## src/rtl/fetch_if.sv

```systemverilog
// Fetch-side bundle: instruction-memory address/return, redirect input, decode handshake and fault report.
// master = fetch_unit, slave = memory/decode/branch environment.
interface fetch_if;
    logic [31:0] imem_addr;
    logic [31:0] imem_data;
    logic        imem_error;
    logic        redirect_valid;
    logic [31:0] redirect_pc;
    logic        inst_valid;
    logic        inst_ready;
    logic [31:0] inst_data;
    logic [31:0] inst_pc;
    logic        fault;
    logic [31:0] fault_pc;

    modport master (
        output imem_addr, inst_valid, inst_data, inst_pc, fault, fault_pc,
        input  imem_data, imem_error, redirect_valid, redirect_pc, inst_ready
    );

    modport slave (
        input  imem_addr, inst_valid, inst_data, inst_pc, fault, fault_pc,
        output imem_data, imem_error, redirect_valid, redirect_pc, inst_ready
    );
endinterface

```

## src/rtl/fetch_unit.sv

```systemverilog
// PC owner + in-order fetch buffer; a fetch at edge N appears on inst_* after edge N.
// Full buffer stalls the PC without looking at inst_ready; imem_error parks fetch in FAULT until redirect.
module fetch_unit #(
    parameter logic [31:0] RESET_PC = 32'h0000_0000,
    parameter int          DEPTH    = 2
) (
    input  logic     clk,
    input  logic     rst_n,
    fetch_if.master  bus
);
    localparam int AW = (DEPTH > 1) ? $clog2(DEPTH) : 1;
    localparam logic [AW:0] FULL_CNT = (AW+1)'(DEPTH);

    localparam logic [0:0] ST_RUN   = 1'b0;
    localparam logic [0:0] ST_FAULT = 1'b1;

    logic [0:0]    state;
    logic [31:0]   pc;
    logic [AW-1:0] rd_ptr;
    logic [AW-1:0] wr_ptr;
    logic [AW:0]   count;
    logic          fault_q;
    logic [31:0]   fault_pc_q;

    logic [31:0]   pc_buf   [DEPTH];
    logic [31:0]   data_buf [DEPTH];

    logic can_fetch;
    logic push;
    logic pop;
    logic take_fault;
    logic not_empty;

    // Fetch eligibility depends only on registered state, so inst_ready never reaches imem_addr.
    assign not_empty  = (count != '0);
    assign can_fetch  = (state == ST_RUN) && (count != FULL_CNT);
    assign push       = !bus.redirect_valid && can_fetch && !bus.imem_error;
    assign take_fault = !bus.redirect_valid && can_fetch &&  bus.imem_error;
    assign pop        = !bus.redirect_valid && not_empty && bus.inst_ready;

    assign bus.imem_addr  = pc;
    assign bus.inst_valid = not_empty;
    assign bus.inst_data  = not_empty ? data_buf[rd_ptr] : 32'h0;
    assign bus.inst_pc    = not_empty ? pc_buf[rd_ptr]   : 32'h0;
    assign bus.fault      = fault_q;
    assign bus.fault_pc   = fault_pc_q;

    always_ff @(posedge clk or negedge rst_n) begin
        if (!rst_n) begin
            state      <= ST_RUN;
            pc         <= RESET_PC;
            rd_ptr     <= '0;
            wr_ptr     <= '0;
            count      <= '0;
            fault_q    <= 1'b0;
            fault_pc_q <= 32'h0;
        end else if (bus.redirect_valid) begin
            state   <= ST_RUN;
            pc      <= bus.redirect_pc;
            rd_ptr  <= '0;
            wr_ptr  <= '0;
            count   <= '0;
            fault_q <= 1'b0;
        end else begin
            if (take_fault) begin
                state      <= ST_FAULT;
                fault_q    <= 1'b1;
                fault_pc_q <= pc;
            end
            if (push) begin
                pc     <= pc + 32'd4;
                wr_ptr <= wr_ptr + AW'(1);
            end
            if (pop) begin
                rd_ptr <= rd_ptr + AW'(1);
            end
            case ({push, pop})
                2'b10:   count <= count + (AW+1)'(1);
                2'b01:   count <= count - (AW+1)'(1);
                default: count <= count;
            endcase
        end
    end

    // Payload storage needs no reset: outputs are masked to zero while empty.
    always_ff @(posedge clk) begin
        if (push) begin
            pc_buf[wr_ptr]   <= pc;
            data_buf[wr_ptr] <= bus.imem_data;
        end
    end
endmodule

```

## src/flat_wrapper.sv

```systemverilog
// flat-port wrapper written by rule: the top's interface ports become plain ports
module fetch_unit_flat 
#(
    parameter logic [31:0] RESET_PC = 32'h0000_0000,
    parameter int          DEPTH    = 2
)
  (clk, rst_n, bus_imem_addr, bus_inst_valid, bus_inst_data, bus_inst_pc, bus_fault, bus_fault_pc, bus_imem_data, bus_imem_error, bus_redirect_valid, bus_redirect_pc, bus_inst_ready);
  fetch_if bus_i ();
  input  logic clk;
  input  logic rst_n;
  output wire logic [$bits(bus_i.imem_addr)-1:0] bus_imem_addr;
  output wire logic [$bits(bus_i.inst_valid)-1:0] bus_inst_valid;
  output wire logic [$bits(bus_i.inst_data)-1:0] bus_inst_data;
  output wire logic [$bits(bus_i.inst_pc)-1:0] bus_inst_pc;
  output wire logic [$bits(bus_i.fault)-1:0] bus_fault;
  output wire logic [$bits(bus_i.fault_pc)-1:0] bus_fault_pc;
  input wire logic [$bits(bus_i.imem_data)-1:0] bus_imem_data;
  input wire logic [$bits(bus_i.imem_error)-1:0] bus_imem_error;
  input wire logic [$bits(bus_i.redirect_valid)-1:0] bus_redirect_valid;
  input wire logic [$bits(bus_i.redirect_pc)-1:0] bus_redirect_pc;
  input wire logic [$bits(bus_i.inst_ready)-1:0] bus_inst_ready;
  assign bus_imem_addr = bus_i.imem_addr;
  assign bus_inst_valid = bus_i.inst_valid;
  assign bus_inst_data = bus_i.inst_data;
  assign bus_inst_pc = bus_i.inst_pc;
  assign bus_fault = bus_i.fault;
  assign bus_fault_pc = bus_i.fault_pc;
  assign bus_i.imem_data = bus_imem_data;
  assign bus_i.imem_error = bus_imem_error;
  assign bus_i.redirect_valid = bus_redirect_valid;
  assign bus_i.redirect_pc = bus_redirect_pc;
  assign bus_i.inst_ready = bus_inst_ready;
  fetch_unit #(.RESET_PC(RESET_PC), .DEPTH(DEPTH)) u_core (.clk(clk), .rst_n(rst_n), .bus(bus_i));
endmodule
```

## config.mk

```make
export PLATFORM = sky130hd
export DESIGN_NAME = fetch_unit_flat
export DESIGN_NICKNAME = d
export VERILOG_FILES = /design/src/rtl/fetch_if.sv /design/src/rtl/fetch_unit.sv /design/src/flat_wrapper.sv
export SDC_FILE = /design/constraint.sdc
export NUM_CORES = 1
export LEC_CHECK = 0
export ABC_CLOCK_PERIOD_IN_PS = 4800
export CAP_MARGIN = 20
export CORE_ASPECT_RATIO = 0.9
export CORE_UTILIZATION = 30
export CTS_CLUSTER_SIZE = 28
export DETAILED_ROUTE_END_ITERATION = 7
export HOLD_SLACK_MARGIN = 0.15
export SYNTH_ARGS = -nofsm -noshare
export SYNTH_HDL_FRONTEND = slang
export SYNTH_SLANG_ARGS = --single-unit
```

## constraint.sdc

```tcl
create_clock -name clk -period 4.8 [get_ports clk]
set_input_delay 0.96 -clock clk [delete_from_list [all_inputs] [get_ports clk]]
set_output_delay 0.96 -clock clk [all_outputs]
set_load 0.005 [all_outputs]
```

==> results of run 1 <==
## worst min-delay path by stage
stage | from | endpoint | slack (ps) | cells after the start
after floorplan | u_core.bus.fault_pc[18] | u_core.bus.fault_pc[18] | 470 | 2
after global placement | u_core.bus.fault_pc[29] | u_core.bus.fault_pc[29] | 470 | 2
after detailed placement | u_core.bus.fault_pc[29] | u_core.bus.fault_pc[29] | 470 | 2
after CTS | u_core.bus.fault_pc[29] | u_core.bus.fault_pc[29] | 490 | 2
after global routing | u_core.bus.fault_pc[29] | u_core.bus.fault_pc[29] | 520 | 2
final | u_core.bus.fault_pc[29] | u_core.bus.fault_pc[29] | 480 | 2
## cell type report
cell class                      instances  area, um2
Sequential cell                       197       5574
Tap cell                              348      435.4
Clock inverter                         15      181.4
Fill cell                            2455      15190
Timing Repair Buffer                  202       2037
Clock buffer                           17      425.4
Inverter                                5      18.77
Multi-Input combinational cell        340       2344
## power breakdown
group / switching [W] / internal [W] / leakage, nW
Combinational: 0.000261 / 0.000427 / 1.52
Clock: 0.000717 / 0.000751 / 0.294
Sequential: 0.000129 / 0.00198 / 2.01
Total: 0.00111 / 0.00315 / 3.83
## tightest hold or removal path, stage by stage, from the launching register on
cell	delay, ps
dfrtp_1	350
nand2_1	50
o21ai_0	60
## kinds of logic (layout without fill, tap and decap cells)
group / after synthesis / count (layout) / share of synthesized area
compound gates: 46 / 46 / 0.03299
simple gates: 172 / 172 / 0.1024
xor+xnor: 23 / 23 / 0.02506
fa+ha+maj: 1 / 1 / 0.001556
flops: 197 / 197 / 0.6928
mux: 98 / 98 / 0.1270
buf+inv: 33 / 239 / 0.01821
## per-layer routing
layer  wire length, um  vias to the layer above  track usage  share of wire
met4               179                        0      0.03685         0.0091
met5                 0                        -            0              0
li1                  -                     2459            -              -
met3              1173                       10      0.03865          0.060
met2              9198                      158       0.2377           0.47
met1              9105                     2529       0.2003           0.46
## state kept, by name, summed over array words and instances, names as in the netlist
register	count
u_core.wr_ptr	1
u_core.bus.imem_addr	32
u_core.rd_ptr	1
u_core.bus.fault_pc	32
u_core.data_buf	64
u_core.pc_buf	64
u_core.count	2
u_core.state	1
## per-stage QoR
step                instance area [um2]  utilization  setup slack [ps]  power (W)
detailed placement                10410       0.3972              1532   0.002844
floorplan                          8040            -             3.148   0.002379
finish                            11020       0.4204              1606   0.004261
global route                      11020       0.4204              1439   0.004463
global placement                  10380       0.3962              1617   0.002831
CTS                               11020       0.4204              1543   0.004315
## cell usage in the layout (no fill, tap or decap), drive strengths merged, types with 9 or more instances in the layout
master	count
inv	12
clkbuf	17
nand4	12
clkdlybuf4s50	196
xor2	14
mux2	32
nor2	78
mux2i	66
edfxtp	128
nand2	37
o21ai	29
xnor2	9
dfrtp	69
nand3	19
==> summary.md, run 1 <==
| Metric | Value |
|---|---|
| Critical Path Sink | `bus_inst_pc[17]` |
| Core Region | `between 20000 and 30000 um2` |
| CTS tree | `yes` |
| CP Launch Type | `flip-flop` |
| R2R setup slack | `between 2000 and 2500 ps` |
| Clock skew | `roughly 11 ps` |
| WP buf/inv | `2` |
| Worst setup EP type | `primary output` |
| Setup CP Type | `flip-flop to primary output` |
| Cts hold-fix bufs | `0` |
| Crit. path cell count | `4` |
| Peak supply drop | `218.4 uV` |
| Clock buffer count from CTS | `17` |
| Ys Warns | `0` |
| CTS Sinks | `197` |
| Top-count cell post-synth | `edfxtp_1` |
| #FFs+latches synth | `197` |
| Port bufs | `198` |
| Detailed Route Iter0 Violations | `340` |
| Worst Tran Pin Value | `985.2 ps` |
| Reg-to-Reg Start | `u_core.count[1]` |
| Bufs on Longest Clock Path | `2` |
| Vias in the first global route | `5168` |
| Primary FF master, synth | `edfxtp_1` |
| Post-synthesis cell count | `between 500 and 600` |
| Maxcap violations | `0` |
| Worst-path clk slew | `80 ps` |
| PwrDens | `roughly 390 nW/um2` |
| Synth top area cells | `edfxtp_1 (48%), dfrtp_1 (21%), mux2i_1 (8.2%)` |
| Largest area contributor in the netlist | `edfxtp_1` |
| DRC viols | `0` |
| Avg Inst Size Synth | `roughly 14 um2` |
| GRT Total Usage | `0.1483` |
| Root Driver | `clkbuf_16` |
| RSZ-0062 raised after global routing | `no` |
| Fin nets | `833` |
| Io pins | `199` |
| Largest net degree at the start of global routing | `70` |
| CP startpoint | `u_core.rd_ptr` |
| CP max FO | `50` |
| Total Wirelength | `around 20000 um` |
| H-Tree Depth | `4` |
| CTS resizes | `0` |
| Initial antenna violation count | `0` |
| Cell count after placement | `~1100` |
| Effective utilization at floorplan | `0.3068` |
| Post-Layout Cell Count | `1124` |
| Slew Limit Fails | `0` |
| Synth Cell Area | `~8000 um2` |
| Row count | `56` |
| Layout cells sized above 1 | `0.1057` |
| First-pass GRT wire length | `30790 um` |
| EDFF count, synth | `128` |
| Outcome | `finished clean` |
| Peak Freq | `between 0.3 and 0.4 GHz` |
| Yosys cell types | `43` |
| Drt via density | `4.587` |
| Die Span Y | `157.3 um` |
| Seq/Total Area, Yosys | `0.6928` |
| Post-synth net total | `640` |
| Synth top area share | `0.4781` |
| Routed WL per cell | `~17 um` |
| Number of setup buffers added after CTS | `0` |
| Width of the die | `174.6 um` |
| CP arrival | `2230 ps` |
| CP top delay family | `buffers and inverters` |
| FF-to-FF End | `u_core.bus.fault_pc[27]` |
| Final setup violating endpoints | `0` |
| Ant diodes | `0` |
| Die Area | `27460 um2` |
| Synth cell count leaders | `edfxtp_1 (128), nor2_1 (77), dfrtp_1 (69)` |
| Fin crit share | `0.6654` |
| Hold Fails Final Rpt | `0` |
| Critical Path Max Stage Delay | `between 600 and 700 ps` |
| Via Count | `around 5200` |
| Cells on worst reg2reg path | `4` |
| CP required | `3840 ps` |
| Setup tns final | `0 ps` |
| Slowest cell on crit path | `dfrtp_4` |
| Slew HR | `0.3432` |
| Hold slack | `~480 ps` |
| GP Congestion | `0.7286` |
| Min-Delay Path Class | `flip-flop to flip-flop` |
| Drt pass-1 iters | `4` |
| Ys async rst share | `0.3503` |
| Post-DRT Antenna Nets | `0` |
| GRT overflow | `0` |
| Clk_lat worst skew | `between 400 and 500 ps` |
| Hpwl dp | `about 13000 um` |
| Crit path cell chain | `buf_16 -> mux2i_1 -> nor2_1 -> clkdlybuf4s50_1` |
| Area grow syn2layout | `37.01%` |
| Crit path time final | `between 3000 and 4000 ps` |
| P_leak | `3.825 nW` |
No activity file was read; power rests on OpenSTA's default activity.
==> inputs of run 2 (changes only) <==
--- a/config.mk
+++ b/config.mk
@@ -5,7 +5,7 @@
 export SDC_FILE = /design/constraint.sdc
 export NUM_CORES = 1
 export LEC_CHECK = 0
-export ABC_CLOCK_PERIOD_IN_PS = 4800
+export ABC_CLOCK_PERIOD_IN_PS = 2600
 export CAP_MARGIN = 20
 export CORE_ASPECT_RATIO = 0.9
 export CORE_UTILIZATION = 30
==> constraint.sdc (replaced) <==
create_clock -name clk -period 2.6 [get_ports clk]
set_input_delay 0.52 -clock clk [delete_from_list [all_inputs] [get_ports clk]]
set_output_delay 0.52 -clock clk [all_outputs]
set_load 0.005 [all_outputs]
==> run 2 against run 1 <==
  * Via count rose by 2.9%
  * Setup slack got worse by 1500 ps
  * Sequential share of layout area fell by 1.6 points
  * Clock skew fell by 0.61 ps
  * Largest cell class unchanged
  * Highest routed layer unchanged
==> summary.md, run 2 (synthesis results as in run 1) <==
| Metric | Value |
|---|---|
| Outcome | `finished clean` |
| Fin crit share | `0.9692` |
| CP top delay family | `buffers and inverters` |
| GRT Total Usage | `0.1579` |
| RSZ-0062 raised after global routing | `yes` |
| Post-DRT Antenna Nets | `0` |
| Maxcap violations | `0` |
| Root Driver | `clkbuf_16` |
| Final Power | `approximately 0.0080 W` |
| Bufs on Longest Clock Path | `2` |
| Min-Delay Path Class | `flip-flop to flip-flop` |
| Hpwl dp | `14230 um` |
| Clock buffer count from CTS | `17` |
| Initial antenna violation count | `0` |
| Port bufs | `198` |
| Effective utilization at floorplan | `0.3068` |
| Via Count | `5303` |
| Crit path time final | `between 2000 and 3000 ps` |
| Slew Limit Fails | `0` |
| Clock skew | `10.21 ps` |
| Slowest cell on crit path | `dfrtp_4` |
| P_leak | `between 4 and 5 nW` |
| PwrDens | `705.1 nW/um2` |
| Cells on worst reg2reg path | `5` |
| Ant diodes | `0` |
| GRT overflow | `0` |
| Die Area | `27460 um2` |
| Final setup violating endpoints | `0` |
| Peak Freq | `0.3968 GHz` |
| Clk_lat worst skew | `430 ps` |
| FF-to-FF End | `u_core.bus.imem_addr[14]` |
| Area grow syn2layout | `41.61%` |
| Row count | `56` |
| Crit. path cell count | `4` |
| Drt pass-1 iters | `4` |
| Setup CP Type | `flip-flop to primary output` |
| Critical Path Max Stage Delay | `590 ps` |
| CP required | `2080 ps` |
| Fill cell count | `approximately 2400` |
| Peak supply drop | `423.4 uV` |
| Worst-path clk slew | `70 ps` |
| Routed WL per cell | `18.36 um` |
| CP startpoint | `u_core.rd_ptr` |
| H-Tree Depth | `4` |
| CP Launch Type | `flip-flop` |
| R2R setup slack | `~430 ps` |
| Die Span Y | `~160 um` |
| CP arrival | `2000 ps` |
| Largest net degree at the start of global routing | `66` |
| CP max FO | `9` |
| DRC viols | `0` |
| CTS Sinks | `197` |
| GP Congestion | `0.7620` |
| Critical Path Sink | `bus_inst_pc[11]` |
| Vias in the first global route | `5325` |
| Width of the die | `174.6 um` |
| Detailed Route Iter0 Violations | `269` |
| Worst setup EP type | `primary output` |
| Worst Tran Pin Value | `approximately 600 ps` |
| Most common cell after layout, fill and taps aside | `clkdlybuf4s50_1` |
| Core Region | `26210 um2` |
| CTS tree | `yes` |
| Fin nets | `865` |
| Io pins | `199` |
| Regs by FF count | `u_core.data_buf (64), u_core.pc_buf (64)` |
| First-pass GRT wire length | `roughly 32000 um` |
| Most frequent cells in the layout | `clkdlybuf4s50_1 (192), edfxtp_1 (128), nor2_1 (75)` |
| Total Wirelength | `between 20000 and 25000 um` |
| Crit path cell chain | `buf_4 -> mux2i_1 -> nor2_1 -> clkdlybuf4s50_1` |
| Drt via density | `approximately 4.6` |
| WP buf/inv | `2` |
| Slew HR | `0.6001` |
| Reg-to-Reg Start | `u_core.bus.imem_addr[3]` |
| Final core occ | `0.4345` |
| Layout cells sized above 1 | `0.1411` |
| Hold Fails Final Rpt | `0` |
==> run 2: layer usage <==
metal / up-vias / share of wire / GRT usage
met2: 153 / 0.46 / 0.2542
met4: 0 / 0.010 / 0.04141
met5: - / 0 / 0
li1: 2526 / - / -
met3: 13 / 0.059 / 0.04155
met1: 2611 / 0.47 / 0.2110
==> run 2: layout make-up <==
| cell class | count | area [um2] | share of cell area |
|---|---|---|---|
| repair buffers | 234 | 2395 | 0.2103 |
| inverters | 5 | 18.77 | 0.001648 |
| multi-input cells | 340 | 2351 | 0.2065 |
| well taps | 348 | 435.4 | 0.03824 |
| clock buffers | 17 | 425.4 | 0.03736 |
| clock inverters | 15 | 186.4 | 0.01637 |
| flip-flops and latches | 197 | 5574 | 0.4896 |
==> run 2: worst min-delay path by stage <==
stage / start / depth (start not counted) / endpoint / slack, ps
6_report: u_core.bus.fault_pc[29] / 2 / u_core.bus.fault_pc[29] / 480
5_1_grt: u_core.bus.fault_pc[25] / 1 / u_core.bus.fault_pc[25] / 520
4_1_cts: u_core.bus.fault_pc[29] / 2 / u_core.bus.fault_pc[29] / 490
3_5_place_dp: u_core.bus.fault_pc[29] / 2 / u_core.bus.fault_pc[29] / 470
3_3_place_gp: u_core.bus.fault_pc[18] / 2 / u_core.bus.fault_pc[18] / 470
2_1_floorplan: rst_n / 0 / u_core.bus.fault_pc[0] / 220
==> run 2: per-stage QoR <==
step | std cells | hold WS [ps] | TNS [ps] | worst slack (ps) | area, um2
2_1_floorplan | 570 | 224.4 | 0 | 0.8256 | 8066
3_3_place_gp | 1118 | 467.2 | 0 | 137.5 | 10690
3_5_place_dp | 1118 | 470.7 | 0 | 112.6 | 10690
4_1_cts | 1155 | 488.0 | 0 | 36.65 | 11350
5_1_grt | 1156 | 518.0 | -17.67 | -8.181 | 11390
6_report | 1156 | 479.9 | 0 | 80.08 | 11390
==> run 2: report_power, final <==
group / leakage [nW] / total, W / internal [W] / switching, W
clock network: 0.294 / 0.00275 / 0.00147 / 0.00129
registers: 2.01 / 0.00385 / 0.00365 / 0.000198
logic: 1.78 / 0.00143 / 0.000859 / 0.000571
==> run 2: worst reg2reg max path, delay by kind of cell, from the launching register on <==
kind,cells,cell delay (ps)
AOI/OAI and AO/OA,1,390
adders and majority gates,1,260
DFF,1,540
and+or+nand+nor,3,830
==> run 2: timing repair <==
action / 4_1_cts / 5_1_grt
gates resized for setup: 0 / 5
hold endpoints to repair: 38 / 0
buffers inserted: 4 / 0
cloned: 0 / 1
endpoints found under the setup margin: 48 / 13
hold buffers: 1 / 0
